## config.mk

```make
export PLATFORM = sky130hd
export DESIGN_NAME = prod_accum_stream_flat
export DESIGN_NICKNAME = d
export VERILOG_FILES = /design/src/rtl/prod_accum_stream_if.sv /design/src/rtl/prod_accum_stream.sv /design/src/flat_wrapper.sv
export SDC_FILE = /design/constraint.sdc
export NUM_CORES = 1
export LEC_CHECK = 0
export BUFFER_PORTS_ARGS = -buffer_cell sky130_fd_sc_hd__clkbuf_2
export CAP_MARGIN = 25
export CORE_AREA = 3 3 83 65
export DETAILED_ROUTE_END_ITERATION = 10
export DIE_AREA = 0 0 86 68
export PLACE_DENSITY = 0.82
export SLEW_MARGIN = 20
export SYNTH_ARGS = -nofsm -noshare
export SYNTH_HDL_FRONTEND = slang
export SYNTH_SLANG_ARGS = --single-unit
```

## constraint.sdc

```tcl
create_clock -name clk -period 3.5 [get_ports clk]
set_clock_uncertainty 0.05 [all_clocks]
set_input_delay 0.7 -clock clk [delete_from_list [all_inputs] [get_ports clk]]
set_output_delay 0.7 -clock clk [all_outputs]
set_load 0.005 [all_outputs]
```

## src/rtl/prod_accum_stream_if.sv

```systemverilog
// rtl/prod_accum_stream_if.sv - product input stream and group-sum output stream of prod_accum_stream
interface prod_accum_stream_if #(
    parameter int PW = 16,
    parameter int CW = 4,
    parameter int AW = 19
);
    logic          in_valid;
    logic          in_ready;
    logic [PW-1:0] in_prod;
    logic          in_last;
    logic          out_valid;
    logic          out_ready;
    logic [AW-1:0] out_sum;
    logic [CW-1:0] out_cnt;

    // Producer of products and consumer of sums
    modport master (
        output in_valid,
        output in_prod,
        output in_last,
        output out_ready,
        input  in_ready,
        input  out_valid,
        input  out_sum,
        input  out_cnt
    );

    // The accumulator itself
    modport slave (
        input  in_valid,
        input  in_prod,
        input  in_last,
        input  out_ready,
        output in_ready,
        output out_valid,
        output out_sum,
        output out_cnt
    );
endinterface

```

## src/rtl/prod_accum_stream.sv

```systemverilog
// rtl/prod_accum_stream.sv - sums groups of multiplier products into dot-product results; optional input skid via PROD_ACC_INREG_EN
module prod_accum_stream #(
    parameter int PW      = 16,
    parameter int N_TERMS = 8,
    parameter int CW      = 4,
    parameter int AW      = 19
) (
    input  logic                  clk,
    input  logic                  rst_n,
    prod_accum_stream_if.slave    bus
);

    localparam logic [0:0] ST_ACC  = 1'b0;
    localparam logic [0:0] ST_HOLD = 1'b1;

    // Term stream as seen by the adder (either the raw input or the skid head)
    logic          term_valid;
    logic          term_ready;
    logic [PW-1:0] term_prod;
    logic          term_last;

    logic [0:0]    state;
    logic [AW-1:0] acc;
    logic [CW-1:0] cnt;
    logic [AW-1:0] out_sum_r;
    logic [CW-1:0] out_cnt_r;

    logic          accept;
    logic          handshake;
    logic          closing;
    logic [AW-1:0] sum_next;
    logic [CW-1:0] cnt_next;

`ifdef PROD_ACC_INREG_EN
    // Two entries are enough to keep one term per cycle flowing while
    // in_ready only depends on local state, not on out_ready.
    logic [PW-1:0] skid_prod [2];
    logic [1:0]    skid_last;
    logic          wr_ptr;
    logic          rd_ptr;
    logic [1:0]    skid_count;
    logic          skid_push;
    logic          skid_pop;

    assign bus.in_ready = (skid_count != 2'd2);
    assign skid_push    = bus.in_valid & bus.in_ready;
    assign skid_pop     = term_valid & term_ready;
    assign term_valid   = (skid_count != 2'd0);
    assign term_prod    = skid_prod[rd_ptr];
    assign term_last    = skid_last[rd_ptr];

    // Skid storage: written at the tail, no reset needed for the payload
    always_ff @(posedge clk) begin
        if (skid_push) begin
            skid_prod[wr_ptr] <= bus.in_prod;
            skid_last[wr_ptr] <= bus.in_last;
        end
    end

    // Skid pointers and occupancy; reset empties the skid
    always_ff @(posedge clk) begin
        if (!rst_n) begin
            wr_ptr     <= 1'b0;
            rd_ptr     <= 1'b0;
            skid_count <= 2'd0;
        end else begin
            if (skid_push) begin
                wr_ptr <= ~wr_ptr;
            end
            if (skid_pop) begin
                rd_ptr <= ~rd_ptr;
            end
            case ({skid_push, skid_pop})
                2'b10:   skid_count <= skid_count + 2'd1;
                2'b01:   skid_count <= skid_count - 2'd1;
                default: skid_count <= skid_count;
            endcase
        end
    end
`else
    // No skid: in HOLD, in_ready is combinationally out_ready so a
    // back-to-back stream never loses a cycle at group boundaries.
    assign term_valid   = bus.in_valid;
    assign term_prod    = bus.in_prod;
    assign term_last    = bus.in_last;
    assign bus.in_ready = term_ready;
`endif

    // In HOLD a new term may only enter in the same cycle the pending
    // result leaves, so the output register is never overwritten early.
    assign term_ready = (state == ST_ACC) | bus.out_ready;
    assign accept     = term_valid & term_ready;
    assign handshake  = (state == ST_HOLD) & bus.out_ready;

    // acc and cnt are zero whenever state is HOLD, so the same adder
    // serves both a continuing group and the first term of a new one.
    assign sum_next = acc + {{(AW-PW){1'b0}}, term_prod};
    assign cnt_next = cnt + CW'(1);
    assign closing  = term_last | (cnt == CW'(N_TERMS - 1));

    // Group accumulation, result capture and ACC/HOLD control
    always_ff @(posedge clk) begin
        if (!rst_n) begin
            state     <= ST_ACC;
            acc       <= '0;
            cnt       <= '0;
            out_sum_r <= '0;
            out_cnt_r <= '0;
        end else if (accept) begin
            if (closing) begin
                out_sum_r <= sum_next;
                out_cnt_r <= cnt_next;
                acc       <= '0;
                cnt       <= '0;
                state     <= ST_HOLD;
            end else begin
                acc       <= sum_next;
                cnt       <= cnt_next;
                state     <= ST_ACC;
            end
        end else if (handshake) begin
            state <= ST_ACC;
        end
    end

    assign bus.out_valid = (state == ST_HOLD);
    assign bus.out_sum   = out_sum_r;
    assign bus.out_cnt   = out_cnt_r;

endmodule

```

## src/flat_wrapper.sv

```systemverilog
// flat-port wrapper written by rule: the top's interface ports become plain ports
module prod_accum_stream_flat 
#(
    parameter int PW      = 16,
    parameter int N_TERMS = 8,
    parameter int CW      = 4,
    parameter int AW      = 19
)
  (clk, rst_n, bus_in_valid, bus_in_prod, bus_in_last, bus_out_ready, bus_in_ready, bus_out_valid, bus_out_sum, bus_out_cnt);
  prod_accum_stream_if #(.PW(PW), .CW(CW), .AW(AW)) bus_i ();
  input  logic clk;
  input  logic rst_n;
  input wire logic [$bits(bus_i.in_valid)-1:0] bus_in_valid;
  input wire logic [$bits(bus_i.in_prod)-1:0] bus_in_prod;
  input wire logic [$bits(bus_i.in_last)-1:0] bus_in_last;
  input wire logic [$bits(bus_i.out_ready)-1:0] bus_out_ready;
  output wire logic [$bits(bus_i.in_ready)-1:0] bus_in_ready;
  output wire logic [$bits(bus_i.out_valid)-1:0] bus_out_valid;
  output wire logic [$bits(bus_i.out_sum)-1:0] bus_out_sum;
  output wire logic [$bits(bus_i.out_cnt)-1:0] bus_out_cnt;
  assign bus_i.in_valid = bus_in_valid;
  assign bus_i.in_prod = bus_in_prod;
  assign bus_i.in_last = bus_in_last;
  assign bus_i.out_ready = bus_out_ready;
  assign bus_in_ready = bus_i.in_ready;
  assign bus_out_valid = bus_i.out_valid;
  assign bus_out_sum = bus_i.out_sum;
  assign bus_out_cnt = bus_i.out_cnt;
  prod_accum_stream #(.PW(PW), .N_TERMS(N_TERMS), .CW(CW), .AW(AW)) u_core (.clk(clk), .rst_n(rst_n), .bus(bus_i));
endmodule
```

### Word level (Yosys, flattened, before mapping)

Index checks and enable logic that the tools add are counted.

| word-level totals | value |
|---|---|
| register bits after elaboration | 47 |
| logic and storage cells | 20 |

| cells by class | value |
|---|---|
| add/sub/neg operators | 2 |
| equal/unequal tests | 1 |
| multiplexer cells | 5 |
| bitwise gates (word level) | 5 |
| reductions and logical operators | 2 |

Operators with widths:

| kind | number |
|---|---|
| 19-bit by 16-bit adder with 19-bit output | 1 |
| 19-bit 2-to-1 mux | 1 |
| 4-bit by 1-bit adder with 4-bit output (second input constant) | 1 |
| 4-bit by 3-bit equality test with 1-bit output (second input constant) | 1 |
| 4-bit 2-to-1 mux | 1 |
| 1-bit 2-to-1 mux | 3 |
| 1-bit bitwise AND | 2 |
| 1-bit OR | 2 |
| 2-bit AND reduction | 1 |
| 2-bit nonzero test | 1 |
| 1-bit NOT | 1 |

### Longest topological paths before layout

Gate-level depths: netlist of run 1.

| logic depth | value |
|---|---|
| word-level depth | 4 |
| gate-level depth with buffers | 10 |

### Worst setup path before layout of run 1

Ideal clock, no wire load.

| timing | value |
|---|---|
| path type | input to register |
| start point | input bus_in_prod[0] |
| end point | register u_core.out_sum_r[14] (netlist: u_core.bus.out_sum[14]) |
| setup time | 0.062 ns |
| arrival | 2.673 ns |
| data required time | 3.388 ns |
| setup slack | 0.715 ns |
| cell stages on the path | 10 |
| path buffers | 0 |
| path through | ha_1 > inv_1 > fa_1 > nor2b_1 > o2111ai_1 > a32oi_2 > a21oi_2 > o21a_1 > or4_1 > nand3_1 |

| on the way | value |
|---|---|
| longest elaborated chain between the ends | 1 |

Ends and longest elaborated chain:

| item | RTL line | source |
|---|---|---|
| start: declaration | flat_wrapper.sv:14 | `input wire logic [$bits(bus_i.in_prod)-1:0] bus_in_prod;` |
| 19-bit by 16-bit adder with 19-bit output | prod_accum_stream.sv:97 | `assign sum_next = acc + {{(AW-PW){1'b0}}, term_prod};` |
| end signal: assignment | prod_accum_stream.sv:111 | `out_sum_r <= sum_next;` |
| end: declaration | prod_accum_stream.sv:25 | `logic [AW-1:0] out_sum_r;` |

No other way between the ends.
A chain may end at the register's enable or synchronous reset.

### Final worst setup path of run 1

| timing | value |
|---|---|
| start point | input bus_in_prod[0] |
| end point | register u_core.acc[18] |

| on the way | value |
|---|---|
| longest elaborated chain between the ends | 2 |

Ends and longest elaborated chain:

| item | RTL line | source |
|---|---|---|
| 19-bit by 16-bit adder with 19-bit output | prod_accum_stream.sv:97 |  |
| 19-bit 2-to-1 mux | prod_accum_stream.sv:110 | `if (closing) begin` |
| end signal: assignment | prod_accum_stream.sv:117 | `acc <= sum_next;` |
| end: declaration | prod_accum_stream.sv:23 | `logic [AW-1:0] acc;` |

No other way between the ends.

==> results of run 1 <==
-- cell type report --
cell class | count | area [um2]
Clock buffer | 5 | 68.82
Clock inverter | 3 | 25.02
Fill cell | 386 | 1570
Inverter | 7 | 26.28
Multi-Input combinational cell | 243 | 1550
Sequential cell | 47 | 940.9
Tap cell | 57 | 71.32
Timing Repair Buffer | 54 | 292.8
-- synthesized netlist by cell type (3+ instances only) --
| cell | number | area, um2 |
|---|---|---|
| a22oi_1 | 7 | 52.55 |
| a21o_1 | 5 | 37.54 |
| dfxtp_1 | 47 | 940.9 |
| a32o_1 | 3 | 30.03 |
| a21oi_1 | 28 | 140.1 |
| clkbuf_1 | 12 | 45.04 |
| ha_1 | 17 | 212.7 |
| inv_1 | 6 | 22.52 |
| o21a_1 | 4 | 30.03 |
| nand2b_1 | 4 | 25.02 |
| a211oi_1 | 4 | 30.03 |
| o21ai_0 | 15 | 75.07 |
| xnor2_1 | 11 | 96.34 |
| nor2_1 | 28 | 105.1 |
| xor2_1 | 8 | 70.07 |
| and2_1 | 4 | 25.02 |
| nand3_1 | 10 | 50.05 |
| a31oi_1 | 4 | 25.02 |
| a21oi_2 | 3 | 26.28 |
| nand2_1 | 53 | 198.9 |
-- per-layer routing --
metal  vias to the layer above  part of all wire [%]  global-route usage (%)
met5                         -                     0                       0
met4                         0                   1.9                   7.708
met3                        13                   6.1                   4.934
met2                        68                    46                   36.54
met1                      1100                    46                   27.65
li1                       1199                     -                       -
-- critical path: cells and delay by family --
family	cells	cell delay [ps]
AO/OA/AOI/OAI	5	1240
AND/OR/NAND/NOR	2	250
buffers and inverters	2	140
adder cells (fa/ha/maj)	2	580
-- kinds of logic (layout without fill, tap and decap cells) --
logic type	count (synthesis)	in the layout
flip-flops	47	47
multiplexers	3	3
AND/OR/NAND/NOR	112	112
buffers and inverters	22	69
AO/OA/AOI/OAI	91	91
adder cells (fa/ha/maj)	18	18
XOR/XNOR	19	19
-- cells in the final DEF, fill, tap and decap left out, drive strengths merged, types with 5 or more instances in the layout --
cell    Yosys  layout
nand3      10      10
ha         17      17
a21o        5       5
xnor2      11      11
inv         6       6
buf         3       9
clkbuf     12      50
a31oi       5       5
a21oi      32      32
xor2        8       8
and2        5       5
nor2       28      28
dfxtp      47      47
nand2      53      53
a22oi       7       7
o21ai      16      16
-- worst max path at each step --
stage                        endpoint           start  depth (start not counted)  slack, ps
6_report               u_core.acc[18]  bus_in_prod[0]                         11        730
5_1_grt                u_core.acc[18]  bus_in_prod[0]                         11        560
4_1_cts                u_core.acc[18]  bus_in_prod[0]                         11        750
3_5_place_dp           u_core.acc[18]  bus_in_prod[0]                         11        430
3_3_place_gp   u_core.bus.out_sum[14]  bus_in_prod[0]                         11        490
2_1_floorplan  u_core.bus.out_sum[14]  bus_in_prod[0]                         10        710
-- metrics by stage --
| step | std cells | power (mW) |
|---|---|---|
| 3_5_place_dp | 408 | 0.8316 |
| 6_report | 416 | 1.164 |
| 3_3_place_gp | 408 | 0.8257 |
| 4_1_cts | 416 | 1.168 |
| 5_1_grt | 416 | 1.224 |
| 2_1_floorplan | 312 | 0.7571 |
-- report_power, final --
part	leakage, nW	switching (mW)	internal [mW]
Clock	0.0443	0.200	0.143
Sequential	0.383	0.0161	0.564
Combinational	0.844	0.141	0.101
-- registers in the layout, summed over array words and instances (netlist names) --
name / count
u_core.bus.out_valid: 1
u_core.bus.out_cnt: 4
u_core.acc: 19
u_core.bus.out_sum: 19
u_core.cnt: 4
==> summary.md, run 1 <==
| Metric | Value |
|---|---|
| Worst setup EP type | register |
| Mean post-synth cell area | 8.253 um2 |
| MaxCap Viol Count | 0 |
| Largest net degree at the start of global routing | 17 |
| Cell variety after synth | 52 |
| Top_reg_cell synth | dfxtp_1 |
| Worst hold endpoint | u_core.bus.out_sum[4] |
| Status | finished clean |
| Setup TNS | 0 ps |
| WHS | 408.1 ps |
| Asr flop ratio synth | 0% |
| Post-route design area | approximately 3000 um2 |
| Initial antenna violation count | 0 |
| CP Launch Type | input port |
| Gr usage total | 21.73% |
| DR DRC count | 0 |
| Drt wl/cell | 14.61 um |
| CTS tree | done |
| Post-detail-place hpwl | 4.365 mm |
| Worst r2r src | u_core.acc[0] |
| WHS Path Cells | 2 |
| Compound-gate portion of the synthesized area | 24.34% |
| Synth Area in Adders | 9.038% |
| Clock H-tree levels | 2 |
| Cell count after synthesis | 312 |
| Fmax | 360.9 MHz |
| Overflow after GRT | 0 |
| Vias/cell | roughly 5.7 |
| Minimum clock period | 2771 ps |
| Post-DP Area | roughly 2900 um2 |
| Area Overhead vs Synth | 15.55% |
| Vias | between 2,000 and 2,500 |
| Hold buffer count at CTS | 0 |
| Pre-CTS WS | ~430 ps |
| Worst VDD drop | 0.0003155 V |
| R2R depth | 10 |
| Port Buffers | 45 |
| Slowest CP cell | fa_1 |
| Crit Path Max Fanout | 6 |
| Flops & latches, synth | 47 |
| Net Count, Synth | ~350 |
| Routed Antenna Nets | 0 |
| Setup repair bufs after CTS | 0 |
| DRT Pass-1 Iters | 4 |
| Post_cts resized | 0 |
| Xor and xnor fraction of the mapped netlist area | around 6.5% |
| Post-synth EDFFs | 0 |
| First-pass GRT wire length | between 10 and 15 mm |
| Initial Util | 56.65% |
| Nets | 397 |
| Worst setup margin | 729.3 ps |
| Final setup viols | 0 |
| Simple-gate share of the synthesized area | 19.00% |
| Leak | ~1.3 nW |
| TritonCTS Buffers | 5 |
| Pwr dens | 391.3 nW/um2 |
| Crit path required time | approximately 3600 ps |
| Final Hold Vio Count | 0 |
| Slew @ Worst Pin | slightly below 600 ps |
| Row cnt | 21 |
| Setup Crit Path Kind | input port to register |
| Diodes inserted | 0 |
| Initial DRC Count | 163 |
| Root buffer cell | clkbuf_8 |
| Fin crit share | 79.16% |
| Worst min-delay path category | register to register |
| RePlAce Congestion | ~0.85 |
| Die height | 68 um |
| Share of the yosys chip area belonging to registers | ~37% |
| Min-delay src | u_core.bus.out_sum[4] |
| Mapped Area | 2575 um2 |
| Multiplexer share of the synthesized area | 1.361% |
| Chip Width | 86 um |
| Vias in the first global route | 2,257 |
| RSZ-0062 raised after global routing | no |
| Largest family of logic cells by synthesized area | compound AO/OA/AOI/OAI gates |
| I/O pin cnt | 46 |
| CORE AREA | 4546 um2 |
| Worst skew pair latency | 310 ps |
| Pins Over Slew Limit | 0 |
| Share of cells above drive strength 1 | 20.06% |
| Die Footprint | about 5800 um2 |
| Clock Sinks | 47 |
| YS warnings | 0 |
| Clock buffer depth | 2 |
| CTS clk-pin slew, worst paths | 100 ps |
| Slew HR | 60.81% |
| RR Endpoint | u_core.acc[18] |
| Final wirelength | 6.079 mm |
| Critical Path AT | 2910 ps |
| CP peak stage delay | between 300 and 400 ps |
| Flop2flop setup slack | 840 ps |
| Layout Utilization | 65.46% |
| Cell Chain, Critical Path | clkbuf_2 -> ha_1 -> inv_1 -> fa_1 -> nor2b_1 -> o2111ai_1 -> a32oi_2 -> a21oi_2 -> o21ai_2 -> nand2_1 -> a2111oi_1 |
Power figures use the tool's default switching activity.
==> run 2: changes to the inputs <==
Clock period 3.5 ns to 2.8 ns, I/O delays scaled along.
==> run 2 against run 1 <==
Via count shrank 0.29%. Global-route usage up 1.3 points. Non-clock buffer count increased by 5. Setup slack worse by 580 ps. Register-to-register slack worse by 690 ps. Hold slack worse by 1.2 ps. Largest power group unchanged.
==> summary.md, run 2 (synthesis gave the netlist of run 1 again) <==
| Metric | Value |
|---|---|
| Status | finished clean |
| Setup TNS | 0 ps (unchanged) |
| Pins Over Slew Limit | 0 (unchanged) |
| Worst min-delay path category | register to register |
| RePlAce Congestion | 0.9087 (+6.3%) |
| Clock buffer depth | 2 (unchanged) |
| Most frequent cells in the layout | nand2_1 (53), dfxtp_1 (47), clkbuf_2 (45), a21oi_1 (28), nor2_1 (28) |
| Routed Antenna Nets | 0 (unchanged) |
| Worst setup EP type | register |
| Initial antenna violation count | 0 (unchanged) |
| Final Hold Vio Count | 0 (unchanged) |
| Post-detail-place hpwl | 4.477 mm (+2.6%) |
| Critical Path AT | 2850 ps (-60 ps) |
| Vias in the first global route | 2,187 (-3.1%) |
| MaxCap Viol Count | 0 (unchanged) |
| CP peak stage delay | 430 ps (+40 ps) |
| Minimum clock period | 2652 ps |
| Crit path required time | 3000 ps (-640 ps) |
| Post-DP Area | 2904 um2 (+0.78%) |
| Commonest non-fill, non-tap cell in the layout | nand2_1 |
| CP top delay family | compound AO/OA/AOI/OAI gates |
| Leak | 1.318 nW (+3.7%) |
| DRT Pass-1 Iters | 4 (unchanged) |
| Final setup viols | 0 (unchanged) |
| Diodes inserted | 0 (unchanged) |
| Slew HR | 42.09% (-19 points) |
| CP Launch Type | register |
| Vias/cell | 5.637 (-1.5%) |
| Die Footprint | 5848 um2 (unchanged) |
| Clock Sinks | 47 (unchanged) |
| Row cnt | 21 (unchanged) |
| I/O pin cnt | 46 (unchanged) |
| CTS tree | done |
| Crit Path Max Fanout | 5 (-1) |
| Chip Width | 86 um (unchanged) |
| Port Buffers | 45 (unchanged) |
| Die height | 68 um (unchanged) |
| Vias | 2,373 (-0.29%) |
| Nets | 402 (+1.3%) |
| First-pass GRT wire length | 10.61 mm (+5.9%) |
| Pre-CTS WS | -127.6 ps (-559.6 ps) |
| Root buffer cell | clkbuf_8 |
| CTS clk-pin slew, worst paths | 90 ps (about the same) |
| WP buf/inv | 1 (-1) |
| Fin crit share | 94.73% |
| CORE AREA | 4546 um2 (unchanged) |
| Gr usage total | 23.04% (+1.3 points) |
| Worst skew pair latency | 310 ps (about the same) |
| Initial DRC Count | 175 (+7.4%) |
| Layout Utilization | 67.27% (+1.8 points) |
| RSZ-0062 raised after global routing | no |
| DR DRC count | 0 (unchanged) |
| Clock H-tree levels | 2 (unchanged) |
| Cell Chain, Critical Path | ha_1 -> inv_1 -> fa_1 -> nor2b_2 -> o2111ai_1 -> a32oi_2 -> a21oi_2 -> o21a_1 -> or4_1 -> nand3_1 |
| Total power | 1.637 mW (+41%) |
| Setup Crit Path Kind | register to register |
| Share of cells above drive strength 1 | 21.43% (+1.4 points) |
| TritonCTS Buffers | 5 (unchanged) |
| Slew @ Worst Pin | 865.5 ps (+279.9 ps) |
| Worst setup margin | 147.6 ps (-581.7 ps) |
| Pwr dens | 535.5 nW/um2 (+37%) |
| Slowest CP cell | or4_1 |
| Post-route design area | 3058 um2 (+2.8%) |
| Largest net degree at the start of global routing | 32 (+15) |
| Drt wl/cell | 15.04 um (+2.9%) |
| Area Overhead vs Synth | 18.76% |
| Overflow after GRT | 0 (unchanged) |
| Worst VDD drop | 0.0004456 V (+41%) |
| Fmax | around 380 MHz |
| Initial Util | 56.65% (unchanged) |
| Final wirelength | 6.333 mm (+4.2%) |
[run 2: cell count changes in the layout (fill, tap and decap cells not counted)]
| cell | before | now |
|---|---|---|
| bufinv_16 | 0 | 2 |
| buf_4 | 9 | 14 |
| nor2b_1 | 1 | 0 |
| nor2b_2 | 0 | 1 |
| clkinv_4 | 2 | 0 |
[run 2: what timing repair did]
action	in CTS	in global routing
hold endpoints to repair	0	0
buffers inserted	0	2
hold buffers	0	0
endpoints found under the setup margin	0	4
resized for setup	0	1
[run 2: area by class of cell]
type,count,area (um2)
clock buffer,5,68.82
clock inverter,3,67.56
fill,374,1488
inverter,7,26.28
multi-input combinational,243,1553
sequential,47,940.9
tap,57,71.32
timing repair buffer,59,330.3
[run 2: report_power, final]
| group | total (mW) | switching, mW | internal, mW | leakage, nW |
|---|---|---|---|---|
| clock network | 0.599 | 0.243 | 0.356 | 0.0644 |
| registers | 0.724 | 0.0197 | 0.705 | 0.383 |
| logic | 0.315 | 0.182 | 0.133 | 0.870 |
[run 2: tightest hold or removal path, delay by kind of cell, from the launching register on]
kind	cells	cell delay (ps)
flops	1	320
simple gates	1	50
compound gates	1	50
[run 2: per-layer routing]
layer	GRT usage (%)	part of all wire, %	routed length, um
met1	28.95	45	2876
met2	38.56	46	2892
met3	6.258	7.5	478
met4	7.708	1.4	86
met5	0	0	0
[run 2: worst paths after layout]
check                        startpoint                     end  slack [ps]  cells past startpoint
setup reg to reg          u_core.acc[0]  u_core.bus.out_sum[14]         150                     10
hold / removal    u_core.bus.out_sum[5]   u_core.bus.out_sum[5]         410                      2
setup / recovery          u_core.acc[0]  u_core.bus.out_sum[14]         150                     10
hold reg to reg   u_core.bus.out_sum[5]   u_core.bus.out_sum[5]         410                      2
[run 2: stage by stage]
step / hold WS [ps] / cells
after floorplan: 379.1 / 312
after global placement: 390.0 / 411
after detailed placement: 395.6 / 411
after CTS: 407.9 / 419
after global routing: 434.7 / 421
final: 406.9 / 421
==> run 3: changes to the inputs <==
Settings changed: MAX_ROUTING_LAYER set to met4, SKIP_LAST_GASP set to 1.
==> run 3 against run 2 <==
Total power rose by 0.10%. Via count increased by 2.7%. Highest routed layer unchanged. Final area is the same. Register-to-register slack about the same.
==> summary.md, run 3 (synthesis gave the netlist of run 1 again) <==
| Metric | Value |
|---|---|
| Status | finished clean |
| RR Endpoint | u_core.bus.out_sum[14] |
| Setup TNS | 0 ps (unchanged) |
| Most frequent cells in the layout | nand2_1 (53), dfxtp_1 (47), clkbuf_2 (45), a21oi_1 (28), nor2_1 (28) |
| Post-Place Cells | 411 (unchanged) |
| CP Launch Point | u_core.acc[0] |
| Initial antenna violation count | 0 (unchanged) |
| Largest net degree at the start of global routing | 32 (unchanged) |
| Final setup viols | 0 (unchanged) |
| DR DRC count | 0 (unchanged) |
| RSZ-0062 raised after global routing | no |
| CTS clk-pin slew, worst paths | 90 ps (about the same) |
| Switching Fraction | 27.18% (+0.073 points) |
| Row cnt | 21 (unchanged) |
| Critical Path End | u_core.bus.out_sum[14] |
| Root buffer cell | clkbuf_8 |
| Die Footprint | 5848 um2 (unchanged) |
| Worst VDD drop | 0.0004468 V (+0.27%) |
| Pins Over Slew Limit | 0 (unchanged) |
| Share of cells above drive strength 1 | 21.43% (unchanged) |
| Final std cells w/o fill | 421 (unchanged) |
| Slew HR | 40.67% (-1.4 points) |
| Worst r2r src | u_core.acc[0] |
| Area Overhead vs Synth | 18.76% (unchanged) |
| Switch Pwr | 0.4455 mW (+0.37%) |
| Vias/cell | 5.791 (+2.7%) |
| Internal | 1.194 mW (about the same) |
| DRT Pass-1 Iters | 5 (+1) |
| Hold buffer count at CTS | 0 (unchanged) |
| Comb power frac | 19.2% (about the same) |
| First-pass GRT wire length | 10.57 mm (-0.40%) |
| Overflow after GRT | 0 (unchanged) |
| Total power | 1.639 mW (+0.10%) |
| CP Launch Type | register |
| Clk network pwr share | 36.6% (about the same) |
| Port Buffers | 45 (unchanged) |
| Final wirelength | 6.356 mm (+0.36%) |
| Initial DRC Count | 192 (+9.7%) |
| Vias | 2,438 (+2.7%) |
| Final Hold Vio Count | 0 (unchanged) |
| Die height | 68 um (unchanged) |
| Clock buffer depth | 2 (unchanged) |
| Clock Sinks | 47 (unchanged) |
| Post-DP Area | 2904 um2 (unchanged) |
| Routed Antenna Nets | 0 (unchanged) |
| TritonCTS Buffers | 5 (unchanged) |
| Nets | 402 (unchanged) |
| Chip Width | 86 um (unchanged) |
| Critical Path AT | 2860 ps (about the same) |
| Vias in the first global route | 2,195 (+0.37%) |
| R2R depth | 10 (unchanged) |
| Drt wl/cell | 15.10 um (+0.36%) |
| Fmax | 375.5 MHz (-0.39%) |
| Post-route design area | 3058 um2 (unchanged) |
| Post-detail-place hpwl | 4.477 mm (unchanged) |
| Fin crit share | 95.10% (+0.37 points) |
| Worst skew pair latency | 310 ps (about the same) |
| Setup Crit Path Kind | register to register |
| CTS tree | done |
| Leak | 1.318 nW (unchanged) |
| Clock H-tree levels | 2 (unchanged) |
| Crit path required time | 3000 ps (about the same) |
| Layout Utilization | 67.27% (unchanged) |
| Minimum clock period | 2663 ps (+10.44 ps) |
| Commonest non-fill, non-tap cell in the layout | nand2_1 |
| RePlAce Congestion | 0.9243 (+1.7%) |
| Flop2flop setup slack | 140 ps (about the same) |
| Worst min-delay path category | register to register |
| Flop pwr share | 44.2% (about the same) |
| Gr usage total | 23.63% (+0.60 points) |
| CORE AREA | 4546 um2 (unchanged) |
| Crit Path Max Fanout | 5 (unchanged) |
| MaxCap Viol Count | 0 (unchanged) |
| Initial Util | 56.65% (unchanged) |
| Pwr dens | 536.0 nW/um2 (+0.10%) |
| Slew @ Worst Pin | 886.7 ps (+21.16 ps) |
| Diodes inserted | 0 (unchanged) |
| Worst setup EP type | register |
| I/O pin cnt | 46 (unchanged) |
run 3: cell counts in the layout (fill, tap and decap cells not counted):
No cell type changed its count.
run 3: cell type report:
| cell class | instances | area [um2] |
|---|---|---|
| Clock buffer | 5 | 68.82 |
| Clock inverter | 3 | 67.56 |
| Fill cell | 374 | 1488 |
| Inverter | 7 | 26.28 |
| Multi-Input combinational cell | 243 | 1553 |
| Sequential cell | 47 | 940.9 |
| Tap cell | 57 | 71.32 |
| Timing Repair Buffer | 59 | 330.3 |
run 3: timing repair:
action                     4_1_cts  5_1_grt
gates resized for setup          0        1
setup buffers                    0        2
setup endpoints to repair        0        4
run 3: worst min path at each step:
stage	from	endpoint	slack (ps)	cells after the start
after floorplan	u_core.acc[10]	u_core.acc[10]	380	2
after global placement	u_core.acc[7]	u_core.acc[7]	390	2
after detailed placement	u_core.bus.out_sum[5]	u_core.bus.out_sum[5]	400	2
after CTS	u_core.bus.out_sum[5]	u_core.bus.out_sum[5]	410	2
after global routing	u_core.bus.out_sum[0]	u_core.bus.out_sum[0]	430	2
final	u_core.bus.out_sum[4]	u_core.bus.out_sum[4]	410	2
run 3: per-layer routing:
| metal | GRT usage [%] | up-vias | wire length (um) | part of all wire, % |
|---|---|---|---|---|
| met1 | 29.02 | 1110 | 2853 | 45 |
| li1 | - | 1210 | - | - |
| met4 | 7.708 | 0 | 106 | 1.7 |
| met5 | - | - | 0 | 0 |
| met3 | 5.776 | 14 | 510 | 8.0 |
| met2 | 38.56 | 104 | 2885 | 45 |
run 3: metrics by stage:
stage / worst slack (ps) / hold WS, ps
after floorplan: 154.6 / 379.1
after global placement: -31.08 / 390.0
after detailed placement: -127.6 / 395.6
after CTS: 140.4 / 407.9
after global routing: 9.655 / 434.7
final: 137.1 / 408.0
run 3: power groups by stage:
stage | Sequential, mW | Combinational, mW | Clock, mW
finish | 0.724 | 0.315 | 0.600
global route | 0.728 | 0.352 | 0.633
CTS | 0.724 | 0.311 | 0.610
detailed placement | 0.740 | 0.306 | 0
global placement | 0.738 | 0.299 | 0
floorplan | 0.739 | 0.208 | 0
run 3: critical path, stage by stage, from the launching register on:
cell and delay (ps):
dfxtp_1 370, ha_1 200, inv_1 60, fa_1 410
nor2b_2 140, o2111ai_1 150, a32oi_2 320, a21oi_2 130
o21a_1 250, or4_1 430, nand3_1 100
